### src/rtl/rv32i_load_store_unit_if.sv
// Core-side request/response and data-memory bus bundle for the rv32i load/store unit.
// The slave modport is the load/store unit's view; master is the core/memory side.
interface rv32i_load_store_unit_if;
    logic        req_valid;
    logic        req_write;
    logic [2:0]  req_funct3;
    logic [31:0] req_addr;
    logic [31:0] req_wdata;
    logic        stall;
    logic        rsp_valid;
    logic [31:0] rsp_rdata;
    logic        rsp_error;
    logic [1:0]  rsp_cause;
    logic [31:0] mem_addr;
    logic [31:0] mem_wr_data;
    logic [3:0]  mem_wr_strb;
    logic        mem_wr_ena;
    logic        mem_rd_ena;
    logic [31:0] mem_rd_data;
    logic        mem_ready;

    modport slave (
        input  req_valid, req_write, req_funct3, req_addr, req_wdata,
        input  mem_rd_data, mem_ready,
        output stall, rsp_valid, rsp_rdata, rsp_error, rsp_cause,
        output mem_addr, mem_wr_data, mem_wr_strb, mem_wr_ena, mem_rd_ena
    );

    modport master (
        output req_valid, req_write, req_funct3, req_addr, req_wdata,
        output mem_rd_data, mem_ready,
        input  stall, rsp_valid, rsp_rdata, rsp_error, rsp_cause,
        input  mem_addr, mem_wr_data, mem_wr_strb, mem_wr_ena, mem_rd_ena
    );
endinterface

### src/rtl/rv32i_load_store_unit.sv
// rv32i memory-stage load/store unit: turns one core request into one word-aligned
// bus access with byte strobes, extends load data, stalls the pipeline until the
// access completes and reports misaligned / illegal-width / timeout faults.
module rv32i_load_store_unit #(
    parameter int TIMEOUT_CYCLES = 16
) (
    input  logic                           clk,
    input  logic                           rst,
    input  logic                           ena,
    rv32i_load_store_unit_if.slave         bus
);

    localparam int CNT_W = (TIMEOUT_CYCLES > 1) ? $clog2(TIMEOUT_CYCLES) : 1;
    localparam logic [CNT_W-1:0] CNT_LAST = CNT_W'(TIMEOUT_CYCLES - 1);

    localparam logic [1:0] CAUSE_NONE     = 2'b00;
    localparam logic [1:0] CAUSE_MISALIGN = 2'b01;
    localparam logic [1:0] CAUSE_FUNCT3   = 2'b10;
    localparam logic [1:0] CAUSE_TIMEOUT  = 2'b11;

    typedef enum logic [1:0] {
        IDLE   = 2'b00,
        ACCESS = 2'b01,
        RESP   = 2'b10
    } state_t;

    state_t state, state_n;

    // Control registers (reset)
    logic             write_p1;
    logic [CNT_W-1:0] cnt_p1, cnt_n;
    logic             stall_p1;
    logic             err_p2;
    logic [1:0]       cause_p2;

    // Data registers (no reset, qualified by state on the outputs)
    logic [2:0]  f3_p1;
    logic [1:0]  lo_p1;
    logic [31:0] addr_p1;
    logic [3:0]  strb_p1;
    logic [31:0] wdata_p1;
    logic [31:0] rdata_p2;

    // Combinational control
    logic       stall_c;
    logic       rd_c;
    logic       wr_c;
    logic       rv_c;
    logic       accept;
    logic       capture;
    logic       fault_set;
    logic [1:0] cause_n;

    function automatic logic f3_legal(input logic write, input logic [2:0] f3);
        logic ok;
        case (f3)
            3'b000, 3'b001, 3'b010: ok = 1'b1;
            3'b100, 3'b101:         ok = !write;
            default:                ok = 1'b0;
        endcase
        return ok;
    endfunction

    function automatic logic is_misaligned(input logic [2:0] f3, input logic [1:0] lo);
        logic mis;
        case (f3[1:0])
            2'b01:   mis = lo[0];
            2'b10:   mis = (lo != 2'b00);
            default: mis = 1'b0;
        endcase
        return mis;
    endfunction

    function automatic logic [3:0] store_strb(input logic write, input logic [2:0] f3,
                                              input logic [1:0] lo);
        logic [3:0] s;
        if (!write) begin
            s = 4'b0000;
        end else begin
            case (f3[1:0])
                2'b00:   s = 4'b0001 << lo;
                2'b01:   s = lo[1] ? 4'b1100 : 4'b0011;
                default: s = 4'b1111;
            endcase
        end
        return s;
    endfunction

    function automatic logic [31:0] store_data(input logic write, input logic [2:0] f3,
                                               input logic [31:0] wdata);
        logic [31:0] d;
        if (!write) begin
            d = 32'h0;
        end else begin
            case (f3[1:0])
                2'b00:   d = {4{wdata[7:0]}};
                2'b01:   d = {2{wdata[15:0]}};
                default: d = wdata;
            endcase
        end
        return d;
    endfunction

    // Byte/half lane select followed by sign or zero extension; funct3[2] marks unsigned.
    function automatic logic [31:0] load_extend(input logic [2:0] f3, input logic [1:0] lo,
                                                input logic [31:0] word);
        logic [7:0]         b;
        logic [15:0]        h;
        logic signed [7:0]  b_s;
        logic signed [15:0] h_s;
        logic [31:0]        r;
        case (lo)
            2'b00:   b = word[7:0];
            2'b01:   b = word[15:8];
            2'b10:   b = word[23:16];
            default: b = word[31:24];
        endcase
        h   = lo[1] ? word[31:16] : word[15:0];
        b_s = signed'(b);
        h_s = signed'(h);
        case (f3)
            3'b000:  r = 32'(b_s);
            3'b001:  r = 32'(h_s);
            3'b100:  r = {24'h0, b};
            3'b101:  r = {16'h0, h};
            default: r = word;
        endcase
        return r;
    endfunction

    // FSM next-state, handshake outputs and register load strobes
    always_comb begin
        state_n   = state;
        cnt_n     = cnt_p1;
        stall_c   = 1'b0;
        rd_c      = 1'b0;
        wr_c      = 1'b0;
        rv_c      = 1'b0;
        accept    = 1'b0;
        capture   = 1'b0;
        fault_set = 1'b0;
        cause_n   = CAUSE_NONE;
        case (state)
            IDLE: begin
                stall_c = bus.req_valid;
                if (bus.req_valid) begin
                    if (!f3_legal(bus.req_write, bus.req_funct3)) begin
                        fault_set = 1'b1;
                        cause_n   = CAUSE_FUNCT3;
                        state_n   = RESP;
                    end else if (is_misaligned(bus.req_funct3, bus.req_addr[1:0])) begin
                        fault_set = 1'b1;
                        cause_n   = CAUSE_MISALIGN;
                        state_n   = RESP;
                    end else begin
                        accept  = 1'b1;
                        cnt_n   = '0;
                        state_n = ACCESS;
                    end
                end
            end
            ACCESS: begin
                stall_c = 1'b1;
                rd_c    = !write_p1;
                wr_c    = write_p1;
                if (bus.mem_ready) begin
                    capture = 1'b1;
                    state_n = RESP;
                end else if (cnt_p1 == CNT_LAST) begin
                    fault_set = 1'b1;
                    cause_n   = CAUSE_TIMEOUT;
                    state_n   = RESP;
                end else begin
                    cnt_n = cnt_p1 + CNT_W'(1);
                end
            end
            RESP: begin
                rv_c    = 1'b1;
                state_n = IDLE;
            end
            default: state_n = IDLE;
        endcase
        // Frozen: nothing advances, bus quiet, stall keeps last cycle's value
        if (!ena) begin
            state_n   = state;
            cnt_n     = cnt_p1;
            stall_c   = stall_p1;
            rd_c      = 1'b0;
            wr_c      = 1'b0;
            rv_c      = 1'b0;
            accept    = 1'b0;
            capture   = 1'b0;
            fault_set = 1'b0;
        end
        if (!rst) begin
            stall_c = 1'b0;
            rd_c    = 1'b0;
            wr_c    = 1'b0;
            rv_c    = 1'b0;
        end
    end

    // Control state: FSM, timeout counter, held stall, response status
    always_ff @(posedge clk) begin
        if (!rst) begin
            state    <= IDLE;
            cnt_p1   <= '0;
            stall_p1 <= 1'b0;
            write_p1 <= 1'b0;
            err_p2   <= 1'b0;
            cause_p2 <= CAUSE_NONE;
        end else begin
            state    <= state_n;
            cnt_p1   <= cnt_n;
            stall_p1 <= stall_c;
            if (accept) begin
                write_p1 <= bus.req_write;
            end
            if (fault_set || capture) begin
                err_p2   <= fault_set;
                cause_p2 <= cause_n;
            end
        end
    end

    // Request latch on accept; load result capture on memory completion
    always_ff @(posedge clk) begin
        if (accept) begin
            f3_p1    <= bus.req_funct3;
            lo_p1    <= bus.req_addr[1:0];
            addr_p1  <= {bus.req_addr[31:2], 2'b00};
            strb_p1  <= store_strb(bus.req_write, bus.req_funct3, bus.req_addr[1:0]);
            wdata_p1 <= store_data(bus.req_write, bus.req_funct3, bus.req_wdata);
        end
        if (capture) begin
            rdata_p2 <= write_p1 ? 32'h0 : load_extend(f3_p1, lo_p1, bus.mem_rd_data);
        end
    end

    assign bus.stall       = stall_c;
    assign bus.mem_rd_ena  = rd_c;
    assign bus.mem_wr_ena  = wr_c;
    assign bus.mem_addr    = (rst && state == ACCESS) ? addr_p1  : 32'h0;
    assign bus.mem_wr_data = (rst && state == ACCESS) ? wdata_p1 : 32'h0;
    assign bus.mem_wr_strb = (rst && state == ACCESS) ? strb_p1  : 4'b0000;
    assign bus.rsp_valid   = rv_c;
    assign bus.rsp_error   = rv_c && err_p2;
    assign bus.rsp_cause   = rv_c ? cause_p2 : CAUSE_NONE;
    assign bus.rsp_rdata   = (rv_c && !err_p2) ? rdata_p2 : 32'h0;

endmodule

### src/flat_wrapper.sv
// flat-port wrapper written by rule: the top's interface ports become plain ports
module rv32i_load_store_unit_flat 
#(
    parameter int TIMEOUT_CYCLES = 16
)
  (clk, rst, ena, bus_req_valid, bus_req_write, bus_req_funct3, bus_req_addr, bus_req_wdata, bus_mem_rd_data, bus_mem_ready, bus_stall, bus_rsp_valid, bus_rsp_rdata, bus_rsp_error, bus_rsp_cause, bus_mem_addr, bus_mem_wr_data, bus_mem_wr_strb, bus_mem_wr_ena, bus_mem_rd_ena);
  rv32i_load_store_unit_if bus_i ();
  input  logic clk;
  input  logic rst;
  input  logic ena;
  input wire logic [$bits(bus_i.req_valid)-1:0] bus_req_valid;
  input wire logic [$bits(bus_i.req_write)-1:0] bus_req_write;
  input wire logic [$bits(bus_i.req_funct3)-1:0] bus_req_funct3;
  input wire logic [$bits(bus_i.req_addr)-1:0] bus_req_addr;
  input wire logic [$bits(bus_i.req_wdata)-1:0] bus_req_wdata;
  input wire logic [$bits(bus_i.mem_rd_data)-1:0] bus_mem_rd_data;
  input wire logic [$bits(bus_i.mem_ready)-1:0] bus_mem_ready;
  output wire logic [$bits(bus_i.stall)-1:0] bus_stall;
  output wire logic [$bits(bus_i.rsp_valid)-1:0] bus_rsp_valid;
  output wire logic [$bits(bus_i.rsp_rdata)-1:0] bus_rsp_rdata;
  output wire logic [$bits(bus_i.rsp_error)-1:0] bus_rsp_error;
  output wire logic [$bits(bus_i.rsp_cause)-1:0] bus_rsp_cause;
  output wire logic [$bits(bus_i.mem_addr)-1:0] bus_mem_addr;
  output wire logic [$bits(bus_i.mem_wr_data)-1:0] bus_mem_wr_data;
  output wire logic [$bits(bus_i.mem_wr_strb)-1:0] bus_mem_wr_strb;
  output wire logic [$bits(bus_i.mem_wr_ena)-1:0] bus_mem_wr_ena;
  output wire logic [$bits(bus_i.mem_rd_ena)-1:0] bus_mem_rd_ena;
  assign bus_i.req_valid = bus_req_valid;
  assign bus_i.req_write = bus_req_write;
  assign bus_i.req_funct3 = bus_req_funct3;
  assign bus_i.req_addr = bus_req_addr;
  assign bus_i.req_wdata = bus_req_wdata;
  assign bus_i.mem_rd_data = bus_mem_rd_data;
  assign bus_i.mem_ready = bus_mem_ready;
  assign bus_stall = bus_i.stall;
  assign bus_rsp_valid = bus_i.rsp_valid;
  assign bus_rsp_rdata = bus_i.rsp_rdata;
  assign bus_rsp_error = bus_i.rsp_error;
  assign bus_rsp_cause = bus_i.rsp_cause;
  assign bus_mem_addr = bus_i.mem_addr;
  assign bus_mem_wr_data = bus_i.mem_wr_data;
  assign bus_mem_wr_strb = bus_i.mem_wr_strb;
  assign bus_mem_wr_ena = bus_i.mem_wr_ena;
  assign bus_mem_rd_ena = bus_i.mem_rd_ena;
  rv32i_load_store_unit #(.TIMEOUT_CYCLES(TIMEOUT_CYCLES)) u_core (.clk(clk), .rst(rst), .ena(ena), .bus(bus_i));
endmodule
### config.mk
export PLATFORM = sky130hd
export DESIGN_NAME = rv32i_load_store_unit_flat
export DESIGN_NICKNAME = d
export VERILOG_FILES = /design/src/rtl/rv32i_load_store_unit_if.sv /design/src/rtl/rv32i_load_store_unit.sv /design/src/flat_wrapper.sv
export SDC_FILE = /design/constraint.sdc
export NUM_CORES = 1
export LEC_CHECK = 0
export CORE_AREA = 5 5 126 128
export DETAILED_ROUTE_END_ITERATION = 10
export DIE_AREA = 0 0 131 133
export HOLD_SLACK_MARGIN = 0.08
export MAX_ROUTING_LAYER = met4
export PLACE_DENSITY = 0.72
export SETUP_SLACK_MARGIN = 0.15
export SLEW_MARGIN = 25
export SYNTH_ARGS = -nofsm -noshare
export SYNTH_HDL_FRONTEND = slang
export SYNTH_SLANG_ARGS = --single-unit
### constraint.sdc
create_clock -name clk -period 6.8 [get_ports clk]
set_clock_uncertainty 0.15 [all_clocks]
set_input_delay 1.36 -clock clk [delete_from_list [all_inputs] [get_ports clk]]
set_output_delay 1.36 -clock clk [all_outputs]
set_load 0.02 [all_outputs]
==> impl_metrics.json, run 1 <==
{
  "cts_hold_buf": 0,
  "core_occupancy_in_the_finished_layout_pct": 58.16,
  "fillerInstances": 1209,
  "clock_tree.buffer_depth": 2,
  "syn-mean-instance-area_um2": 11.17,
  "fraction_of_layout_instances_using_a_drive_strength_above_1_pct": 8.056,
  "initial_antenna_violation_count": 1,
  "die_height_um": 133,
  "area.sequential_um2": 3313,
  "clock_power_share_pct": 47.1,
  "nNetsFinal": 816,
  "detailed_place.area_um2": 7958,
  "drt_first_pass_iters": 5,
  "finalWirelength_um": 16460,
  "grt_pass1_vias": 4771,
  "dp_hpwl_um": 11830,
  "net-switching-power_w": 0.0004206,
  "crit_type": "input pin to primary output",
  "initial_utilization_pct": 39.01,
  "synth-seq-area-share_pct": 57.58,
  "number_of_drc_violations_after_detailed_routing": 0,
  "synthCells": 515,
  "grt_pass1_wl_um": 25440,
  "number_of_buffers_created_by_cts": 17,
  "setup_repair_after_global_routing_missed_its_margin": "false",
  "root_buffer": "sky130_fd_sc_hd__clkbuf_16",
  "finalHoldViolCount": 0,
  "min_period_ns": 5.010,
  "port-buffer-count": 209,
  "final-max-slew-violation-count": 0,
  "setup.worst_path.start_class": "input pin",
  "worst_hold_path.endpoint": "u_core.err_p2",
  "final.setup.tns_ns": 0,
  "worstPathMaxFanout": 32,
  "p_int_w": 0.001464,
  "synth_seq_cells": 114,
  "reg2reg_from": "u_core.lo_p1[1]",
  "synth.lib_cells_used.distinct": 46,
  "grt.total_usage_pct": 19.66,
  "leakage_nw": 3.390,
  "multi_input_area_um2": 2215,
  "setup_violations": 0,
  "crit_path_dat_ns": 3.50,
  "postCtsResizedCells": 0,
  "period_share_pct": 73.67,
  "cts_tree": "yes",
  "die_area_um2": 17420,
  "row_count": 45,
  "drt_iter0_drc": 476,
  "dieWidth_um": 131,
  "slew_headroom_pct": 33.06,
  "cts.clk_slew.worst_paths_ns": 0.05,
  "seq_power_share_pct": 42.1,
  "largest_voltage_drop_on_the_vdd_net_mv": 0.1274,
  "grt_overflow_total": 0,
  "post_synth_instance_area_um2": 5754,
  "layout.cell_area.non_filler_um2": 8579,
  "most-common-layout-cells": "sky130_fd_sc_hd__clkdlybuf4s50_1 (207), sky130_fd_sc_hd__edfxtp_1 (103), sky130_fd_sc_hd__and3_1 (67)",
  "num_io_pins": 212,
  "flow.area_growth_from_synthesis_pct": 49.10,
  "power_density_nw_per_um2": 219.7,
  "r2r_slack_ns": 4.21,
  "outcome": "finished, final reports clean",
  "grt_start_max_net_pins": 75,
  "hp-class": "register to register",
  "core_region_area_um2": 14750,
  "route.detailed.wl_per_inst_um": 18.10,
  "vias": 4695,
  "ant_nets": 0,
  "cp_data_required_time_ns": 5.29,
  "clkLatencyLatePin_ns": 0.41,
  "min-delay-start": "u_core.err_p2",
  "worst_tran_pin_value_ns": 1.004,
  "hold_path_stages": 2,
  "sw_frac_of_total_pct": 22.32,
  "post-cts-setup-buffers": 0,
  "r2r_cells": 4,
  "comb_power_share_pct": 10.7,
  "htree_num_levels": 4,
  "end_kind": "primary output",
  "maxCapViolations": 0,
  "place_congestion": 0.8898,
  "number_of_sinks_on_the_clock_net": 114,
  "synth.yosys.warnings": 0,
  "critical_path.reg2reg.endpoint": "u_core.rdata_p2[17]",
  "final_common_cell": "sky130_fd_sc_hd__clkdlybuf4s50_1",
  "max_freq_mhz": 199.6,
  "detail_route.vias_per_cell": 5.165
}
-- state kept, by name (all words and copies together), names as in the netlist --
name	flops
u_core.write_p1	1
u_core.wdata_p1	32
u_core.err_p2	1
u_core.stall_p1	1
u_core.addr_p1	30
u_core.cause_p2	2
u_core.f3_p1	3
u_core.strb_p1	4
u_core.state	2
u_core.rdata_p2	32
u_core.lo_p1	2
u_core.cnt_p1	4
-- routing by layer --
| layer | routed length (µm) | vias up | GRT usage (%) | share of wire [%] |
|---|---|---|---|---|
| met5 | 0 | - | - | 0 |
| met1 | 6804 | 2150 | 24.84 | 41 |
| met4 | 265 | 0 | 6.743 | 1.6 |
| li1 | - | 2247 | - | - |
| met3 | 1912 | 23 | 7.671 | 12 |
| met2 | 7473 | 275 | 28.78 | 45 |
-- power by group through the flow --
stage / registers (W) / clock network [W] / logic (W)
final: 0.000794 / 0.000888 / 0.000202
after global routing: 0.000796 / 0.000939 / 0.000219
after CTS: 0.000794 / 0.000906 / 0.000201
after detailed placement: 0.000808 / 0 / 0.000200
after global placement: 0.000807 / 0 / 0.000196
after floorplan: 0.000804 / 0 / 0.0000979
-- critical path, cell delays in order --
cell and delay, ns:
sky130_fd_sc_hd__clkdlybuf4s50_1 0.64, sky130_fd_sc_hd__and4b_1 0.31, sky130_fd_sc_hd__nor2b_1 0.15, sky130_fd_sc_hd__buf_4 0.25, sky130_fd_sc_hd__and2_1 0.17, sky130_fd_sc_hd__clkdlybuf4s50_1 0.61
-- worst max-delay path by stage --
stage	from	end	slack [ns]
2_1_floorplan	bus_req_funct3[1]	u_core.write_p1	0.60
3_3_place_gp	ena	bus_rsp_rdata[18]	1.86
3_5_place_dp	ena	bus_rsp_rdata[11]	1.77
4_1_cts	ena	bus_rsp_rdata[20]	1.76
5_1_grt	ena	bus_rsp_rdata[28]	1.60
6_report	ena	bus_rsp_rdata[16]	1.79
-- through the flow --
| stage | setup WS, ns | hold slack, ns | total power (W) | std cells |
|---|---|---|---|---|
| after CTS | 1.764 | 0.3236 | 0.001901 | 907 |
| after floorplan | 0.6050 | 0.2951 | 0.0009023 | 516 |
| final | 1.791 | 0.3241 | 0.001885 | 909 |
| after detailed placement | 1.774 | 0.3146 | 0.001008 | 875 |
| after global routing | 1.604 | 0.3493 | 0.001953 | 909 |
| after global placement | 1.856 | 0.3111 | 0.001003 | 875 |
-- Yosys cell counts, drive strengths merged --
| master | number | area share [%] |
|---|---|---|
| edfxtp | 103 | 54 |
| and3 | 67 | 7.3 |
| and2 | 45 | 4.9 |
| clkbuf | 33 | 2.2 |
| nor2 | 33 | 2.2 |
| nor2b | 27 | 2.9 |
| nand2 | 24 | 1.6 |
| a21o | 18 | 2.5 |
| a22oi | 16 | 2.1 |
| inv | 16 | 1.0 |
| a21oi | 14 | 1.2 |
| mux2i | 14 | 2.4 |
| nor3 | 13 | 1.1 |
| dfxtp | 11 | 3.8 |
| buf | 10 | 1.1 |
| o21ai | 9 | 0.78 |
| a21boi | 8 | 1.0 |
| nand3 | 8 | 0.70 |
| nand2b | 6 | 0.70 |
| a221oi | 5 | 0.76 |
| ha | 4 | 0.87 |
| o31a | 4 | 0.61 |
| mux2 | 3 | 0.59 |
| o21a | 3 | 0.39 |
| a31oi | 2 | 0.22 |
| o21bai | 2 | 0.26 |
| or2b | 2 | 0.26 |
| or3 | 2 | 0.22 |
| a2111oi | 1 | 0.48 |
| and4b | 1 | 0.17 |
| and4bb | 1 | 0.22 |
| conb | 1 | 0.065 |
| mux4 | 1 | 0.39 |
| nand4 | 1 | 0.11 |
| nor3b | 1 | 0.13 |
| o2111a | 1 | 0.20 |
| o211ai | 1 | 0.13 |
| o22a | 1 | 0.15 |
| o311ai | 1 | 0.15 |
| o31ai | 1 | 0.13 |
| or3b | 1 | 0.15 |
-- cell type report --
| class | count | share of cell area (%) |
|---|---|---|
| diodes | 1 | 0.02917 |
| repair buffers | 215 | 25.17 |
| inverters | 16 | 0.7000 |
| multi-input cells | 343 | 25.81 |
| well taps | 188 | 2.742 |
| flip-flops and latches | 114 | 38.62 |
| clock inverters | 14 | 1.925 |
| clock buffers | 18 | 5.002 |
-- kinds of logic (layout without fill, tap and decap cells) --
group                      count (synthesis)  count (layout)  share of synthesized area [%]
other                                      1               3                        0.06517
muxes                                     18              18                          3.414
AOI/OAI and AO/OA                         87              87                          11.15
adders and majority gates                  4               4                         0.8698
DFF                                      114             114                          57.58
and+or+nand+nor                          232             232                          22.61
buffers and inverters                     59             263                          4.305
Power figures use the tool's default switching activity.
==> run 2: changes to the inputs <==
--- a/config.mk
+++ b/config.mk
@@ -10,7 +10,7 @@
 export DIE_AREA = 0 0 131 133
 export HOLD_SLACK_MARGIN = 0.08
 export MAX_ROUTING_LAYER = met4
-export PLACE_DENSITY = 0.72
+export PLACE_DENSITY = 0.75
 export SETUP_SLACK_MARGIN = 0.15
 export SLEW_MARGIN = 25
 export SYNTH_ARGS = -nofsm -noshare
==> constraint.sdc (replaced) <==
create_clock -name clk -period 4.08 [get_ports clk]
set_clock_uncertainty 0.15 [all_clocks]
set_input_delay 0.816 -clock clk [delete_from_list [all_inputs] [get_ports clk]]
set_output_delay 0.816 -clock clk [all_outputs]
set_load 0.02 [all_outputs]
==> impl_metrics.json, run 2 (same netlist as run 1, synthesis figures left out) <==
{
  "drt_first_pass_iters": 7,
  "grt_pass1_vias": 4929,
  "crit_slowest_cell": "sky130_fd_sc_hd__clkdlybuf4s50_1",
  "detail_route.vias_per_cell": 5.278,
  "core_region_area_um2": 14750,
  "grt.total_usage_pct": 19.84,
  "crit_type": "input pin to primary output",
  "most-common-layout-cells": "sky130_fd_sc_hd__clkdlybuf4s50_1 (208), sky130_fd_sc_hd__edfxtp_1 (103), sky130_fd_sc_hd__and3_1 (67)",
  "core_occupancy_in_the_finished_layout_pct": 58.66,
  "fraction_of_layout_instances_using_a_drive_strength_above_1_pct": 8.425,
  "die_height_um": 133,
  "outcome": "finished, final reports clean",
  "worstPathMaxFanout": 32,
  "leakage_nw": 3.427,
  "final.setup.tns_ns": 0,
  "cts.clk_slew.worst_paths_ns": 0.05,
  "global_route.usage.met3_pct": 7.671,
  "groute.layer.met1.usage_pct": 23.83,
  "min_period_ns": 3.706,
  "seq_power_share_pct": 40.4,
  "largest_voltage_drop_on_the_vdd_net_mv": 0.2174,
  "maxCapViolations": 0,
  "final_common_cell": "sky130_fd_sc_hd__clkdlybuf4s50_1",
  "number_of_buffers_created_by_cts": 17,
  "grt_start_max_net_pins": 74,
  "vias": 4819,
  "hp-class": "register to register",
  "cts_hold_buf": 0,
  "place_congestion": 0.8906,
  "p_int_w": 0.002567,
  "end_kind": "primary output",
  "clkLatencyLatePin_ns": 0.41,
  "critical_path.top_delay_family": "buffers and inverters",
  "port-buffer-count": 209,
  "series_of_cell_instances_along_the_critical_path": "clkdlybuf4s50_1, and4b_1, nor2b_1, buf_4, and2_1, clkdlybuf4s50_1",
  "crit_path_dat_ns": 2.74,
  "cp_data_required_time_ns": 3.11,
  "initial_utilization_pct": 39.01,
  "drt_iter0_drc": 465,
  "dp_cells": 880,
  "finalWirelength_um": 16810,
  "grt_util_met2_pct": 30.28,
  "max_freq_mhz": 269.9,
  "num_io_pins": 212,
  "period_share_pct": 90.83,
  "post-cts-setup-buffers": 0,
  "dieWidth_um": 131,
  "row_count": 45,
  "root_buffer": "sky130_fd_sc_hd__clkbuf_16",
  "setup.worst_path.start_class": "input pin",
  "nNetsFinal": 820,
  "postCtsResizedCells": 0,
  "cp_slowest_stage_delay_ns": 0.61,
  "setup_violations": 0,
  "timing.critical_path.buf_inv": 3,
  "clock_tree.buffer_depth": 2,
  "die_area_um2": 17420,
  "number_of_sinks_on_the_clock_net": 114,
  "ant_nets": 0,
  "net-switching-power_w": 0.0007067,
  "initial_antenna_violation_count": 1,
  "sw_frac_of_total_pct": 21.59,
  "slew_headroom_pct": 33.84,
  "setup_repair_after_global_routing_missed_its_margin": "false",
  "finalHoldViolCount": 0,
  "grt_pass1_wl_um": 25750,
  "route.detailed.wl_per_inst_um": 18.41,
  "final-max-slew-violation-count": 0,
  "comb_power_share_pct": 10.4,
  "cpMostUsedCell": "sky130_fd_sc_hd__clkdlybuf4s50_1",
  "dp_hpwl_um": 11820,
  "clock_power_share_pct": 49.2,
  "number_of_drc_violations_after_detailed_routing": 0,
  "cts_tree": "yes",
  "flow.area_growth_from_synthesis_pct": 50.38,
  "top_regs": "u_core.rdata_p2: 32 flops, u_core.wdata_p1: 32 flops, u_core.addr_p1: 30 flops",
  "grt_busiest_layer": "met2",
  "power_density_nw_per_um2": 378.3,
  "grt_overflow_total": 0,
  "htree_num_levels": 4,
  "worst_tran_pin_value_ns": 0.9923,
  "final_cell_count_no_fill": 913
}
==> run 2: changes by cell type in the layout (fill, tap and decap cells not counted), sizes merged <==
cell | previous run | this run
buf | 8 | 11
bufinv | 3 | 5
clkdlybuf4s50 | 207 | 208
clkinv | 7 | 4
inv | 16 | 17
==> run 2: final cells by class <==
class / instances / area [µm²]
fill: 1186 / 6098
timing repair buffer: 219 / 2187
tap: 188 / 235.2
inverter: 16 / 60.06
antenna: 1 / 2.502
clock inverter: 14 / 211.5
sequential: 114 / 3313
multi-input combinational: 343 / 2215
clock buffer: 18 / 429.2
==> run 2: through the flow <==
stage | setup WS (ns) | total power (W) | cell area (µm²) | hold WS, ns
after CTS | 0.3294 | 0.003305 | 8648 | 0.3232
final | 0.3743 | 0.003274 | 8653 | 0.3220
after floorplan | 0.4541 | 0.001503 | 5766 | 0.2951
after detailed placement | 0.3358 | 0.001683 | 8008 | 0.3159
after global routing | 0.2340 | 0.003390 | 8653 | 0.3523
after global placement | 0.3809 | 0.001676 | 8008 | 0.3140
==> run 2: path summary, 6_finish.rpt <==
| kind | from | to | slack, ns | cells past startpoint |
|---|---|---|---|---|
| worst max-delay path | ena | bus_rsp_rdata[18] | 0.37 | 6 |
| worst min-delay path | u_core.err_p2 | u_core.err_p2 | 0.32 | 2 |
| worst max register to register | u_core.lo_p1[1] | u_core.rdata_p2[23] | 1.47 | 4 |
| worst min register to register | u_core.err_p2 | u_core.err_p2 | 0.32 | 2 |
==> run 2: power by group through the flow <==
stage / sequential (W) / clock, W / combinational [W]
after floorplan: 0.00134 / 0 / 0.000164
after global placement: 0.00135 / 0 / 0.000330
after detailed placement: 0.00135 / 0 / 0.000336
after CTS: 0.00132 / 0.00164 / 0.000340
after global routing: 0.00133 / 0.00170 / 0.000368
final: 0.00132 / 0.00161 / 0.000340
==> run 2: worst min-delay path, stage by stage (launching register included) <==
cell	delay, ns
sky130_fd_sc_hd__dfxtp_1	0.31
sky130_fd_sc_hd__nand2_1	0.05
sky130_fd_sc_hd__a21oi_1	0.05
==> run 2: per-layer routing <==
metal / vias up / share of wire (%)
li1: 2254 / -
met1: 2266 / 40
met2: 273 / 47
met3: 26 / 11
met4: 0 / 2.1
met5: - / 0
